### src/rtl/apb_master_mc.sv
`default_nettype none
// ============================================================================
//  Module   : apb_master_mc
//  Purpose  : Multi-slave APB3 master. One SETUP/ACCESS transfer per accepted
//             command, slave decoded from the upper address bits.
//             Optional ACCESS timeout: define APB_MASTER_TIMEOUT_EN.
//  Revision : 1.0  initial release
// ============================================================================
module apb_master_mc #(
   parameter int ADDR_WIDTH     = 9,
   parameter int DATA_WIDTH     = 8,
   parameter int NUM_SLAVES     = 2,
   parameter int TIMEOUT_CYCLES = 16
) (
   input  logic                             PCLK,
   input  logic                             PRESETn,
   input  logic                             cmd_valid,
   output logic                             cmd_ready,
   input  logic                             cmd_write,
   input  logic [ADDR_WIDTH-1:0]            cmd_addr,
   input  logic [DATA_WIDTH-1:0]            cmd_wdata,
   output logic                             rsp_valid,
   output logic [DATA_WIDTH-1:0]            rsp_rdata,
   output logic                             rsp_err,
   output logic [NUM_SLAVES-1:0]            PSEL,
   output logic                             PENABLE,
   output logic [ADDR_WIDTH-1:0]            PADDR,
   output logic                             PWRITE,
   output logic [DATA_WIDTH-1:0]            PWDATA,
   input  logic [NUM_SLAVES*DATA_WIDTH-1:0] PRDATA,
   input  logic [NUM_SLAVES-1:0]            PREADY,
   input  logic [NUM_SLAVES-1:0]            PSLVERR
);

   localparam int c_SEL_BITS = (NUM_SLAVES > 1) ? $clog2(NUM_SLAVES) : 0;
   // One spare bit so the index can represent NUM_SLAVES for the range check
   localparam int c_IDX_W    = c_SEL_BITS + 1;
   localparam logic [c_IDX_W-1:0] c_NUM_SLV = c_IDX_W'(NUM_SLAVES);

   typedef enum logic [1:0] {
      S_IDLE   = 2'd0,
      S_SETUP  = 2'd1,
      S_ACCESS = 2'd2,
      S_DECERR = 2'd3
   } state_t;

   state_t                r_state;
   state_t                w_state_nxt;
   logic [NUM_SLAVES-1:0] r_sel;
   logic [NUM_SLAVES-1:0] w_cmd_sel;
   logic [c_IDX_W-1:0]    w_cmd_idx;
   logic                  w_dec_err;
   logic                  w_accept;
   logic                  w_pready;
   logic                  w_pslverr;
   logic [DATA_WIDTH-1:0] w_prdata;
   logic                  w_timeout;

   if (c_SEL_BITS > 0) begin : g_idx_dec
      assign w_cmd_idx = {1'b0, cmd_addr[ADDR_WIDTH-1 -: c_SEL_BITS]};
   end else begin : g_idx_single
      assign w_cmd_idx = '0;
   end

   assign w_dec_err = (w_cmd_idx >= c_NUM_SLV);

   always_comb begin
      w_cmd_sel = '0;
      for (int i = 0; i < NUM_SLAVES; i++) begin
         w_cmd_sel[i] = (w_cmd_idx == c_IDX_W'(i));
      end
   end

   // The one-hot select masks out every unselected slave's response signals
   assign w_pready  = |(PREADY  & r_sel);
   assign w_pslverr = |(PSLVERR & r_sel);

   always_comb begin
      w_prdata = '0;
      for (int i = 0; i < NUM_SLAVES; i++) begin
         w_prdata = w_prdata | (PRDATA[i*DATA_WIDTH +: DATA_WIDTH] & {DATA_WIDTH{r_sel[i]}});
      end
   end

`ifdef APB_MASTER_TIMEOUT_EN
   localparam int c_CNT_W = $clog2(TIMEOUT_CYCLES + 1);
   logic [c_CNT_W-1:0] r_wait_cnt;

   always_ff @(posedge PCLK or negedge PRESETn) begin
      if (!PRESETn) begin
         r_wait_cnt <= '0;
      end else if (r_state != S_ACCESS) begin
         r_wait_cnt <= '0;
      end else if (!w_pready) begin
         r_wait_cnt <= r_wait_cnt + 1'b1;
      end
   end

   // Fires on the wait cycle that brings the count to the limit
   assign w_timeout = (r_state == S_ACCESS) && !w_pready &&
                      (r_wait_cnt == c_CNT_W'(TIMEOUT_CYCLES - 1));
`else
   assign w_timeout = 1'b0;
`endif

   always_ff @(posedge PCLK or negedge PRESETn) begin
      if (!PRESETn) begin
         r_state <= S_IDLE;
      end else begin
         r_state <= w_state_nxt;
      end
   end

   always_comb begin
      w_state_nxt = r_state;
      cmd_ready   = 1'b0;
      case (r_state)
         S_IDLE: begin
            cmd_ready = 1'b1;
            if (cmd_valid) begin
               w_state_nxt = w_dec_err ? S_DECERR : S_SETUP;
            end
         end
         S_SETUP: begin
            w_state_nxt = S_ACCESS;
         end
         S_ACCESS: begin
            if (w_timeout) begin
               w_state_nxt = S_IDLE;
            end else if (w_pready) begin
               cmd_ready = 1'b1;
               if (cmd_valid) begin
                  w_state_nxt = w_dec_err ? S_DECERR : S_SETUP;
               end else begin
                  w_state_nxt = S_IDLE;
               end
            end
         end
         default: begin
            w_state_nxt = S_IDLE;
         end
      endcase
   end

   assign w_accept = cmd_valid & cmd_ready;
   assign PSEL     = ((r_state == S_SETUP) || (r_state == S_ACCESS)) ? r_sel : '0;
   assign PENABLE  = (r_state == S_ACCESS);

   always_ff @(posedge PCLK or negedge PRESETn) begin
      if (!PRESETn) begin
         PADDR     <= '0;
         PWRITE    <= 1'b0;
         PWDATA    <= '0;
         r_sel     <= '0;
         rsp_valid <= 1'b0;
         rsp_err   <= 1'b0;
         rsp_rdata <= '0;
      end else begin
         if (w_accept) begin
            PADDR  <= cmd_addr;
            PWRITE <= cmd_write;
            PWDATA <= cmd_write ? cmd_wdata : '0;
            r_sel  <= w_cmd_sel;
         end
         rsp_valid <= 1'b0;
         rsp_err   <= 1'b0;
         rsp_rdata <= '0;
         if ((r_state == S_ACCESS) && w_pready) begin
            rsp_valid <= 1'b1;
            rsp_err   <= w_pslverr;
            rsp_rdata <= (!PWRITE && !w_pslverr) ? w_prdata : '0;
         end else if (w_timeout || (r_state == S_DECERR)) begin
            rsp_valid <= 1'b1;
            rsp_err   <= 1'b1;
         end
      end
   end

endmodule
`default_nettype wire
### config.mk
export PLATFORM = sky130hd
export DESIGN_NAME = apb_master_mc
export DESIGN_NICKNAME = d
export VERILOG_FILES = /design/src/rtl/apb_master_mc.sv
export SDC_FILE = /design/constraint.sdc
export NUM_CORES = 1
export LEC_CHECK = 0
export CORE_UTILIZATION = 35
export DETAILED_ROUTE_END_ITERATION = 12
export GPL_ROUTABILITY_DRIVEN = 0
export PLACE_DENSITY_LB_ADDON = 0.3
export SLEW_MARGIN = 20
export SYNTH_ARGS = -nofsm -noshare
export SYNTH_HDL_FRONTEND = slang
export SYNTH_SLANG_ARGS = --single-unit
export TNS_END_PERCENT = 1
### constraint.sdc
create_clock -name PCLK -period 1.7 [get_ports PCLK]
set_input_delay 0.255 -clock PCLK [delete_from_list [all_inputs] [get_ports PCLK]]
set_output_delay 0.255 -clock PCLK [all_outputs]
set_load 0.005 [all_outputs]
==> metrics.md, run 1 <==
| Metric | Value |
|---|---|
| Outcome | completed |
| Synthesized area per cell | 11.5 sq um |
| Crit-path cells | buf_6, clkdlybuf4s50_1 |
| Max Clk Rate | about 620 MHz |
| Pleak | 1.06 nW |
| First-pass GRT wire length | 5.95 mm |
| Diode count | 0 |
| Class of the worst hold path | primary input to async pin |
| WL final | between 3 and 4 mm |
| CTS tree | yes |
| Cell row count | 22 |
| Syn Inst Count | between 100 and 150 |
| Crit path depth | 2 |
| Clock sink count | 31 |
| Clock buffer count from CTS | 5 |
| Setup Crit Path Kind | flip-flop to output port |
| Initial antenna violation count | 0 |
| Area grow syn2layout | 71.0% |
| Die W | around 65 um |
| Worst-margin pin slew | between 0.3 and 0.4 ns |
| Setup_tns | 0 ns |
| YS warnings | 0 |
| Worst EP arrival | ~1.4 ns |
| Seq/Total Area, Yosys | between 50% and 60% |
| Root Buffer | clkbuf_8 |
| Io pins | 73 |
| Internal | roughly 2.4 mW |
| Worst Setup Start Kind | flip-flop |
| Worst-skew pair later-pin latency | 0.27 ns |
| Drt wl/cell | 13.9 um |
| Worst path buffer plus inverter count | 2 |
| Max-Cap Viols | 0 |
| Synth top area cells | dfrtp_1 56%, mux2_2 8.1%, a22oi_1 4.9% |
| R2r worst-path depth | 6 |
| Register Area | between 700 and 800 sq um |
| Post-synth top area share | a little under three fifths |
| Hold-fix buffers at CTS | 0 |
| Worst r2r dst | PADDR[0] |
| #FFs+latches synth | 31 |
| Drt via density | slightly below 5 |
| Slowest Stage Delay on Critical Path | ~0.51 ns |
| Most frequent cells after synthesis | 31 x dfrtp_1, 18 x nand2_1, 10 x mux2_2 |
| EDFF count, synth | 0 |
| Cell area after synthesis | approximately 0.0014 sq mm |
| Maximum VDD drop | approximately 0.66 mV |
| Switching Share | a little over 30% |
| Filler Cell Count | ~290 |
| Reg power frac | around a third |
| Reg2reg setup slack | between 0.1 and 0.15 ns |
| Final Setup Violations | 0 |
| Cell with the most instances after synthesis | dfrtp_1 |
| Slew HR | 74.6% |
| Post-synth top flop | dfrtp_1 |
| Clock power frac | about 14% |
| Final ANT Viol Nets | 0 |
| Residual DRC | 0 |
| Tmin final | ~1.6 ns |
| CTS Buffer Depth | 2 |
| Worst r2r src | r_state[0] |
| Tot GR Track Use | around a fifth |
| Die footprint | between 0.004 and 0.005 sq mm |
| Setup crit end kind | output port |
| Netlist cell types | 28 |
| Critical Path Start | PADDR[8] |
| Initial Util | between 30% and 40% |
| Final hold slack | about 0.37 ns |
| Largest net degree at the start of global routing | 32 |
| Clk pin slew, worst setup/hold paths | roughly 0.060 ns |
| Switching power | roughly 1.1 mW |
| Initial DRC Count | 56 |
| Slowest cell on the critical path | clkdlybuf4s50_1 |
| Share of layout cells above drive strength 1 | 19.8% |
| Drt pass-1 iters | 4 |
| RSZ-0062 raised after global routing | no |
| Req. time, crit path | 1.44 ns |
| Layout Nets | between 200 and 300 |
| CP max FO | 11 |
| DP HPWL | 2.71 mm |
| Synth async-reset ratio | 100% |
| Area leader, netlist | dfrtp_1 |
| Max-slew violation count | 0 |
| Multi-input gate area | around 580 sq um |
| Vias in the first global route | 1284 |
| Detailed-route via count | ~1200 |
| Comb pwr share | approximately half |
| GRT overflow | 0 |
| Core area | 0.00372 sq mm |
| Fin. Hold Viols | 0 |
| CP delay by family, top | buffers and inverters |
| Die Ht | 64.9 um |
| Post-Syn Nets | between 150 and 200 |
| PortBufs | between 70 and 80 |
| Setup crit end | PADDR[8] |
| H-tree levels | 2 |
| Pwr dens | 1480 mW/mm^2 |
| Skew final | approximately 0.0034 ns |
| Tcrit/Tclk final | a little over nine tenths |
-- routing by layer --
metal / part of all wire, % / up-vias / global-route usage [%]
met5: 0 / - / 0
met4: 0.51 / 0 / 6.67
met3: 5.8 / 2 / 7.04
met2: 54 / 40 / 32.7
met1: 40 / 598 / 21.1
li1: - / 592 / -
-- power groups by stage --
stage                     logic [mW]  clock network [mW]  registers, mW
after CTS                       1.74               0.523           1.20
after global routing            1.94               0.560           1.25
after detailed placement        1.71                   0           1.22
after floorplan                0.750                   0           1.21
after global placement          1.66                   0           1.20
final                           1.77               0.500           1.22
-- state kept, by name, summed over array words and instances, names as in the netlist --
register / flops
PWDATA: 8
PADDR: 9
rsp_err: 1
rsp_valid: 1
PWRITE: 1
r_state: 2
rsp_rdata: 8
r_sel: 1
-- final cells by class --
| type | instances | area share, % |
|---|---|---|
| clock buffers | 6 | 3.07 |
| inverters | 4 | 0.635 |
| multi-input cells | 79 | 24.5 |
| flip-flops and latches | 31 | 33.0 |
| well taps | 48 | 2.54 |
| repair buffers | 87 | 36.3 |
-- cells in the final DEF, fill, tap and decap left out, types with 2 or more instances in the layout --
| cell | Yosys | final |
|---|---|---|
| dfrtp_1 | 31 | 28 |
| dlymetal6s2s_1 | 0 | 3 |
| ha_1 | 4 | 2 |
| mux2_2 | 10 | 10 |
| clkdlybuf4s50_1 | 0 | 68 |
| nand4b_1 | 2 | 2 |
| nor2b_1 | 2 | 2 |
| a21oi_1 | 2 | 2 |
| nand3_1 | 2 | 2 |
| dfrtp_2 | 0 | 3 |
| and2_1 | 2 | 2 |
| inv_1 | 4 | 2 |
| nor2_1 | 9 | 9 |
| a22oi_1 | 9 | 9 |
| clkbuf_8 | 0 | 5 |
| buf_4 | 2 | 13 |
| o22ai_1 | 8 | 8 |
| nand2_1 | 18 | 18 |
| ha_4 | 0 | 2 |
| inv_2 | 0 | 2 |
-- repair_timing --
item                                    CTS  global route
buffers inserted                          2             0
gates resized for setup                   2            12
endpoints found under the hold margin     0             0
pin swaps                                 0             1
endpoints found under the setup margin    8            14
-- stage by stage --
step / setup slack [ns] / utilization (%) / cells / total power [mW] / cell area (sq um)
finish: 0.0904 / 63.6 / 255 / 3.49 / 2360
global route: 0.0280 / 63.6 / 255 / 3.75 / 2360
CTS: -0.194 / 62.5 / 255 / 3.47 / 2320
detailed placement: -0.0741 / 60.2 / 247 / 2.93 / 2240
global placement: -0.0459 / 60.2 / 247 / 2.86 / 2240
floorplan: 0.0461 / - / 120 / 1.96 / 1380
-- worst min-delay path by stage --
stage                      end  slack (ns)  startpoint
floorplan             PADDR[0]       -0.04     PRESETn
global placement      PADDR[5]        0.49    PADDR[5]
detailed placement    PADDR[5]        0.50    PADDR[5]
CTS                 r_state[1]        0.38     PRESETn
global route         PWDATA[5]        0.40     PRESETn
finish               PWDATA[5]        0.37     PRESETn
-- kinds of logic after synthesis --
family,after synthesis,synth area share [%]
flip-flops,31,56.1
AO/OA/AOI/OAI,25,13.9
buffers and inverters,10,3.80
adder cells (fa/ha/maj),4,3.62
AND/OR/NAND/NOR,38,12.6
multiplexers,12,9.95
No activity file was read; power rests on OpenSTA's default activity.
==> run 2: changes to the inputs <==
- CORE_UTILIZATION: 35 -> 39
- SKIP_CTS_REPAIR_TIMING: not set -> 1
- clock period: 1.7 -> 1.5 ns (I/O delays scaled with it)
==> run 2 against run 1 <==
  * The flow now finishes with violations (setup timing)
  * Non-clock buffer count up 3
  * Total power up 15%
  * Critical path depth up 2
  * Critical endpoint is now PSEL[0]
  * Largest power group unchanged
==> metrics.md, run 2 (synthesized netlist as in run 1, its figures left out) <==
| Metric | Value |
|---|---|
| Root Buffer | clkbuf_4 |
| Maximum VDD drop | roughly 0.77 mV |
| Setup_tns | -0.377 ns |
| Reg power frac | about a third |
| Largest net degree at the start of global routing | 32 |
| Detailed-route via count | ~1300 |
| Cell row count | 21 |
| Clock power frac | between 10 and 15% |
| Placed insts | between 200 and 250 |
| Commonest non-fill, non-tap cell in the layout | clkdlybuf4s50_1 |
| Switching Share | between 30% and 40% |
| Top flop regs | PADDR x9, PWDATA x8, rsp_rdata x8 |
| CP max FO | 2 |
| Worst setup margin | -0.0508 ns |
| Drt wl/cell | between 10 and 15 um |
| Initial Util | about two fifths |
| Drt pass-1 iters | 4 |
| Max reg flops | 9 |
| Clock buffer count from CTS | 5 |
| Pleak | roughly 1.1 nW |
| Setup WS pre-CTS | -0.257 ns |
| Max Clk Rate | roughly 640 MHz |
| Reg2reg setup slack | -0.04 ns |
| Comb pwr share | between 50% and 60% |
| Slew HR | ~74% |
| Most flops, register | PADDR |
| Clock sink count | 31 |
| Failing checks | setup timing |
| Max-slew violation count | 0 |
| Skew final | 0.0124 ns |
| Final Setup Violations | 15 |
| PortBufs | 72 |
| Multi-input gate area | approximately 600 sq um |
| Layout Nets | roughly 260 |
| Die W | 61.5 um |
| Final ANT Viol Nets | 0 |
| Worst-skew pair later-pin latency | 0.33 ns |
| Setup Crit Path Kind | flip-flop to output port |
| Initial DRC Count | 27 |
| H-tree levels | 2 |
| CTS Buffer Depth | 2 |
| Register Area | a little under 800 sq um |
| Io pins | 73 |
| Internal | around 2.7 mW |
| Worst EP arrival | between 1 and 1.5 ns |
| GRT overflow | 0 |
| First-pass GRT wire length | approximately 5.7 mm |
| Fin. Hold Viols | 0 |
| CTS tree | yes |
| Final Non-Filler Cells | approximately 260 |
| Worst-margin pin slew | 0.391 ns |
| Tot GR Track Use | a little over a fifth |
| Area grow syn2layout | 71.9% |
| Initial antenna violation count | 0 |
| Die footprint | between 0.003 and 0.004 sq mm |
| Final hold slack | about 0.27 ns |
| Worst Setup Start Kind | flip-flop |
| Core area | roughly 0.0034 sq mm |
| Drt via density | between 5 and 6 |
| Req. time, crit path | approximately 1.3 ns |
| Residual DRC | 0 |
| RSZ-0062 raised after global routing | yes |
| Most frequent cells in the layout | 66 x clkdlybuf4s50_1, 31 x dfrtp_1, 17 x nand2_1, 15 x buf_4, 10 x mux2_2 |
| Class of the worst hold path | primary input to async pin |
| Filler Cell Count | 267 |
| Diode count | 0 |
| Tcrit/Tclk final | 103% |
| WL final | around 3.8 mm |
| Max-Cap Viols | 0 |
| Switching power | around 1.3 mW |
| Vias in the first global route | around 1300 |
| Die Ht | 61.5 um |
| Setup crit end kind | output port |
| Pwr dens | between 1500 and 2000 mW/mm^2 |
| Share of layout cells above drive strength 1 | between 20 and 25% |
| Clk pin slew, worst setup/hold paths | ~0.1 ns |
| DP HPWL | between 2 and 3 mm |
| Tmin final | roughly 1.6 ns |
| Outcome | finished, violations left |
[run 2: changes by cell type in the layout (fill, tap and decap cells not counted), sizes merged]
cell	previous run	this run
clkbuf	6	10
buf	15	18
clkdlybuf4s50	68	66
clkdlybuf4s15	1	0
dlymetal6s2s	3	4
[run 2: path summary, 6_finish.rpt]
check | from | to | depth (start not counted)
worst min-delay path | PRESETn | r_state[0] | 2
worst min register to register | PADDR[7] | PADDR[7] | 1
max in group asynchronous | PRESETn | PWDATA[4] | 2
worst max register to register | r_state[0] | PWRITE | 6
worst max-delay path | r_state[0] | PSEL[0] | 4
min in group PCLK | cmd_addr[8] | r_sel[0] | 2
[run 2: final cells by class]
class	count	area share (%)
timing repair buffer	90	36.8
tap	46	2.42
multi-input combinational	79	24.6
clock buffer	8	2.89
sequential	31	32.6
inverter	4	0.632
[run 2: critical path, cell delays in order (launching register included)]
cell	delay (ns)
dfrtp_1	0.42
inv_2	0.11
ha_4	0.20
and2_1	0.15
clkbuf_2	0.11
[run 2: per-stage QoR]
stage	util (%)	instance area [sq um]	power (mW)
floorplan	-	1390	2.23
global placement	67.2	2260	3.31
detailed placement	67.2	2260	3.40
CTS	69.3	2330	3.98
global route	70.7	2380	4.29
finish	70.7	2380	4.03
[run 2: power by group through the flow]
stage	combinational (mW)	sequential, mW	clock, mW
final	2.13	1.33	0.561
after global routing	2.32	1.36	0.605
after CTS	2.07	1.33	0.580
after detailed placement	2.06	1.34	0
after global placement	1.99	1.32	0
after floorplan	0.863	1.37	0
[run 2: metal layers]
layer,share of wire (%),track usage [%]
met5,0,0
met3,7.2,7.56
met2,52,35.3
met4,2.5,9.21
met1,38,24.4
==> run 3: changes to the inputs <==
- ABC_CLOCK_PERIOD_IN_PS: not set -> 1500
==> results of run 3 <==
Same layout as run 2: the final DEF is identical, and so are final timing and power.
==> patch 1: new RTL, config.mk and constraints of run 2 <==
Set the parameter `NUM_SLAVES` to 1 (it was 2).
--- a/src/rtl/apb_master_mc.sv
+++ b/src/rtl/apb_master_mc.sv
@@ -10,5 +10,5 @@
    parameter int ADDR_WIDTH     = 9,
    parameter int DATA_WIDTH     = 8,
-   parameter int NUM_SLAVES     = 2,
+   parameter int NUM_SLAVES     = 1,
    parameter int TIMEOUT_CYCLES = 16
 ) (
Interface: changed (resized PRDATA, PREADY, PSEL and PSLVERR); port bits go from 73 to 62. The function was not compared with the original's and may differ.
==> patch 1 against run 2 <==
The run still ends with negative setup slack left. Clock power decreased by 14%. Final area decreased by 6.5%. Sequential cell count unchanged. Power decreased by 6.8%. Hold slack about the same. Register-to-register slack got worse by 0.11 ns. Global-route usage decreased by 2.2 points. Synthesized area decreased by 5.1%. Routed wire length decreased by 18%. Setup slack got worse by 0.10 ns.
==> patch 1: results (changes against run 2) <==
Sequential area share after synthesis: 59.10% (was 56.11%)
Htree depth: 2 (unchanged)
PortBufs: 61 (was 72)
Setup TNS: -2.124 ns (was -0.3775 ns)
Via count: 1,033 (was 1,292)
Post-synthesis compound-gate area fraction: 2.002% (was 13.94%)
Clock tree root buffer cell: clkbuf_4 (unchanged)
Leakage: 1.088 nW (was 1.082 nW)
Setup ws final: -0.1545 ns (was -0.05077 ns)
Mux contribution to synthesized area: 17.54% (was 9.955%)
Worst hold path type: in2async (unchanged)
Clock transition at the registers of the reported paths: 0.09 ns
Skew final: 0.009974 ns (was 0.01241 ns)
Met3 Resource Use GR: 8.874% (was 7.563%)
Clk_lat worst skew: 0.33 ns (about the same)
Post-Layout Cell Count: 225 (was 258)
Hpwl dp: 2354 um (was 2798 um)
Critical Path AT: 1.87 ns (was 1.33 ns)
Met3 wire length: 246 um (was 275 um)
Initial antenna violation count: 0 (unchanged)
Failing checks: negative setup slack (unchanged)
Routing usage on met1: 17.42% (was 24.44%)
Dpl cells: 214 (was 248)
Post-synth cell types: 20 (was 28)
Worst-path fanout max: 10 (was 2)
Adder-Cell Fraction of Synth Area: 5.720% (was 3.620%)
Most flop-heavy register: PADDR (unchanged)
Gr usage total: 18.91% (was 21.15%)
Worst Tran Pin Value: 0.3845 ns (was 0.3911 ns)
Post-Syn Nets: 136 (was 165)
Largest net degree at the start of global routing: 32 (unchanged)
Routed wl met2: 1733 um (was 1994 um)
Highest-delay cell along the critical path: dfrtp_2 (was dfrtp_1)
Initial DRC Count: 25 (was 27)
Commonest cells post-synth: dfrtp_1, mux2_2, inv_1 (was dfrtp_1, nand2_1, mux2_2)
NumNets Final: 218 (was 256)
Slowest stage delay, CP: 0.44 ns (was 0.42 ns)
Global-route wire length before repair: 4650 um (was 5720 um)
Wl on met1: 1125 um (was 1471 um)
Synth Flop Type: dfrtp_1 (unchanged)
Share of layout cells above drive strength 1: 27.62% (was 22.17%)
Status: finished with violations (unchanged)
Worst vdd ir: 0.7836 mV (was 0.7673 mV)
# diodes: 0 (unchanged)
Top cells by area, synth: dfrtp_1, mux2_2, mux2i_1 (was dfrtp_1, mux2_2, a22oi_1)
Final setup viols: 18 (was 15)
Max layer used: met4 (unchanged)
Met2 Usage GRT: 35.56% (was 35.33%)
Switch Pwr: 0.001108 W (was 0.001298 W)
Proportion of power drawn by the clock network: 12.9% (was 13.9%)
Avg WL per Cell: 13.99 um (was 14.88 um)
Cells after synthesis: 99 (was 120)
-- patch 1: cell type report --
| class | instances | area [um2] |
|---|---|---|
| Clock buffer | 6 | 51.30 |
| Clock inverter | 1 | 5.005 |
| Fill cell | 232 | 905.9 |
| Inverter | 10 | 37.54 |
| Multi-Input combinational cell | 56 | 548.0 |
| Sequential cell | 31 | 777.0 |
| Tap cell | 44 | 55.05 |
| Timing Repair Buffer | 77 | 748.2 |
-- patch 1: worst max-delay path, delay by kind of cell, from the launching register on --
| family | cells | cell delay [ns] |
|---|---|---|
| flip-flops | 1 | 0.44 |
| AND/OR/NAND/NOR | 1 | 0.15 |
| AO/OA/AOI/OAI | 1 | 0.19 |
| multiplexers | 1 | 0.31 |
| adder cells (fa/ha/maj) | 1 | 0.16 |
| buffers and inverters | 2 | 0.30 |
-- patch 1: per-stage QoR --
stage | utilization (%) | cell area (um2) | total power (W) | setup slack (ns)
finish | 71.04 | 2222 | 0.003752 | -0.1545
global placement | 66.16 | 2069 | 0.002996 | -0.1383
global route | 71.04 | 2222 | 0.004000 | -0.2142
detailed placement | 66.16 | 2069 | 0.003082 | -0.1731
CTS | 67.96 | 2126 | 0.003567 | -0.4866
floorplan | - | 1325 | 0.002015 | -0.1537
-- patch 1: path summary, 6_finish.rpt --
check / from / end / slack, ns / cells after the start
min reg2reg: PWDATA[7] / PWDATA[7] / 0.52 / 2
min: PRESETn / PWDATA[3] / 0.27 / 2
min in group PCLK: cmd_wdata[0] / PWDATA[0] / 0.44 / 3
max in group asynchronous: PRESETn / r_state[1] / 0.91 / 2
max reg2reg: r_state[1] / PADDR[7] / -0.15 / 6
max: r_state[1] / PADDR[7] / -0.15 / 6
==> patch 2: new RTL, flow settings as in run 2 <==
Made on the original files. Re-encode `state_t` (4 states) as one-hot, 4 bits wide.
--- a/src/rtl/apb_master_mc.sv
+++ b/src/rtl/apb_master_mc.sv
@@ -38,9 +38,9 @@
    localparam logic [c_IDX_W-1:0] c_NUM_SLV = c_IDX_W'(NUM_SLAVES);
 
-   typedef enum logic [1:0] {
-      S_IDLE   = 2'd0,
-      S_SETUP  = 2'd1,
-      S_ACCESS = 2'd2,
-      S_DECERR = 2'd3
+   typedef enum logic [3:0] {
+      S_IDLE   = 4'b0001,
+      S_SETUP  = 4'b0010,
+      S_ACCESS = 4'b0100,
+      S_DECERR = 4'b1000
    } state_t;
 
Formal check against the unedited RTL: same outputs for any inputs over 10 cycles, from zero or initial values and one cycle with PRESETn low; not proved beyond that.
==> patch 2 against run 2 <==
Synthesized area rose by 1.0%. Final area is 2.7% higher. Routed wire length down 3.7%. Power shrank 4.5%. Sequential cell count is 1 higher. The flow still finishes with violations (negative setup slack). Setup slack got worse by 0.13 ns. Clock skew is 0.0031 ns lower. Largest cell class unchanged.
==> patch 2: results (changes against run 2) <==
Skew final: 0.009320 ns (was 0.01241 ns)
Worst vdd ir: 1.039 mV (was 0.7673 mV)
Syn Area/Cell: 12.58 um2 (was 11.52 um2)
Via count: 1,184 (was 1,292)
Worst hold slack: 0.2450 ns (was 0.2745 ns)
Hpwl dp: 2714 um (was 2798 um)
Top cells by area, synth: dfrtp_1, mux2_4, mux2i_1 (was dfrtp_1, mux2_2, a22oi_1)
Gr usage total: 20.18% (was 21.15%)
Pre-CTS setup slack: -0.3534 ns (was -0.2573 ns)
Post-Syn Nets: 152 (was 165)
Failing checks: negative setup slack (unchanged)
Worst-path fanout max: 16 (was 2)
Status: finished with violations (unchanged)
Global-route wire length before repair: 5264 um (was 5720 um)
Setup ws final: -0.1771 ns (was -0.05077 ns)
Setup TNS: -2.841 ns (was -0.3775 ns)
Kind of critical path: reg2reg (was reg2out)
Placed Area: 0.002278 mm2 (was 0.002261 mm2)
Sequential area share after synthesis: 57.44% (was 56.11%)
Leakage: 1.248 nW (was 1.082 nW)
Max_slew headroom: 79.19% (was 73.93%)
Initial DRC Count: 60 (was 27)
Final setup viols: 23 (was 15)
Largest net degree at the start of global routing: 18 (was 32)
Avg WL per Cell: 14.67 um (was 14.88 um)
Vias/cell: 4.698 (was 5.008)
Dpl cells: 239 (was 248)
CP startpoint: r_sel[0] (was r_state[0])
Post-synth cell types: 27 (was 28)
NumNets Final: 246 (was 256)
Commonest cells post-synth: dfrtp_1, inv_1, mux2_4 (was dfrtp_1, nand2_1, mux2_2)
R2r endpoint: PADDR[0] (was PWRITE)
Share of layout cells above drive strength 1: 24.27% (was 22.17%)
patch 2: changes by cell type after synthesis, moves of 2 or more:
cell and change:
mux2_2 -10, nand2_1 -10, mux2_4 +9, mux2i_1 +8, o22ai_1 -8, inv_1 +6
ha_1 -4, nand2b_1 +2, nand3_1 -2
patch 2: power breakdown:
group / internal [W] / switching [W] / total (W)
Sequential: 0.00116 / 0.000218 / 0.00138
Combinational: 0.00127 / 0.000678 / 0.00195
Clock: 0.000223 / 0.000295 / 0.000517
Total: 0.00266 / 0.00119 / 0.00385
patch 2: area by class of cell:
type                    count  area [um2]  share of cell area, %
multi-input cells          63       543.0                  22.23
inverters                  10       37.54                  1.537
flip-flops and latches     32       804.5                  32.94
clock buffers               6       51.30                  2.100
clock inverters             2       10.01                 0.4098
repair buffers             93       938.4                  38.42
well taps                  46       57.56                  2.357
patch 2: cells by family after synthesis:
family,after synthesis,synth area share [%]
buffers and inverters,16,5.376
AO/OA/AOI/OAI,14,7.616
flip-flops,32,57.44
XOR/XNOR,1,0.6274
AND/OR/NAND/NOR,29,11.74
multiplexers,19,17.20
patch 2: critical path: cells and delay by family (launching register included):
kind                   cells  cell delay (ns)
AOI/OAI and AO/OA          2             0.39
DFF                        1             0.42
muxes                      1             0.31
buffers and inverters      3             0.44
patch 2: routing by layer:
metal  track usage [%]  vias to the layer above  routed length, um
met5                 0                        -                  0
met4             7.619                        0                 49
met3             7.246                        6                281
met2             34.10                       59               1923
met1             23.59                      552               1441
li1                  -                      567                  -
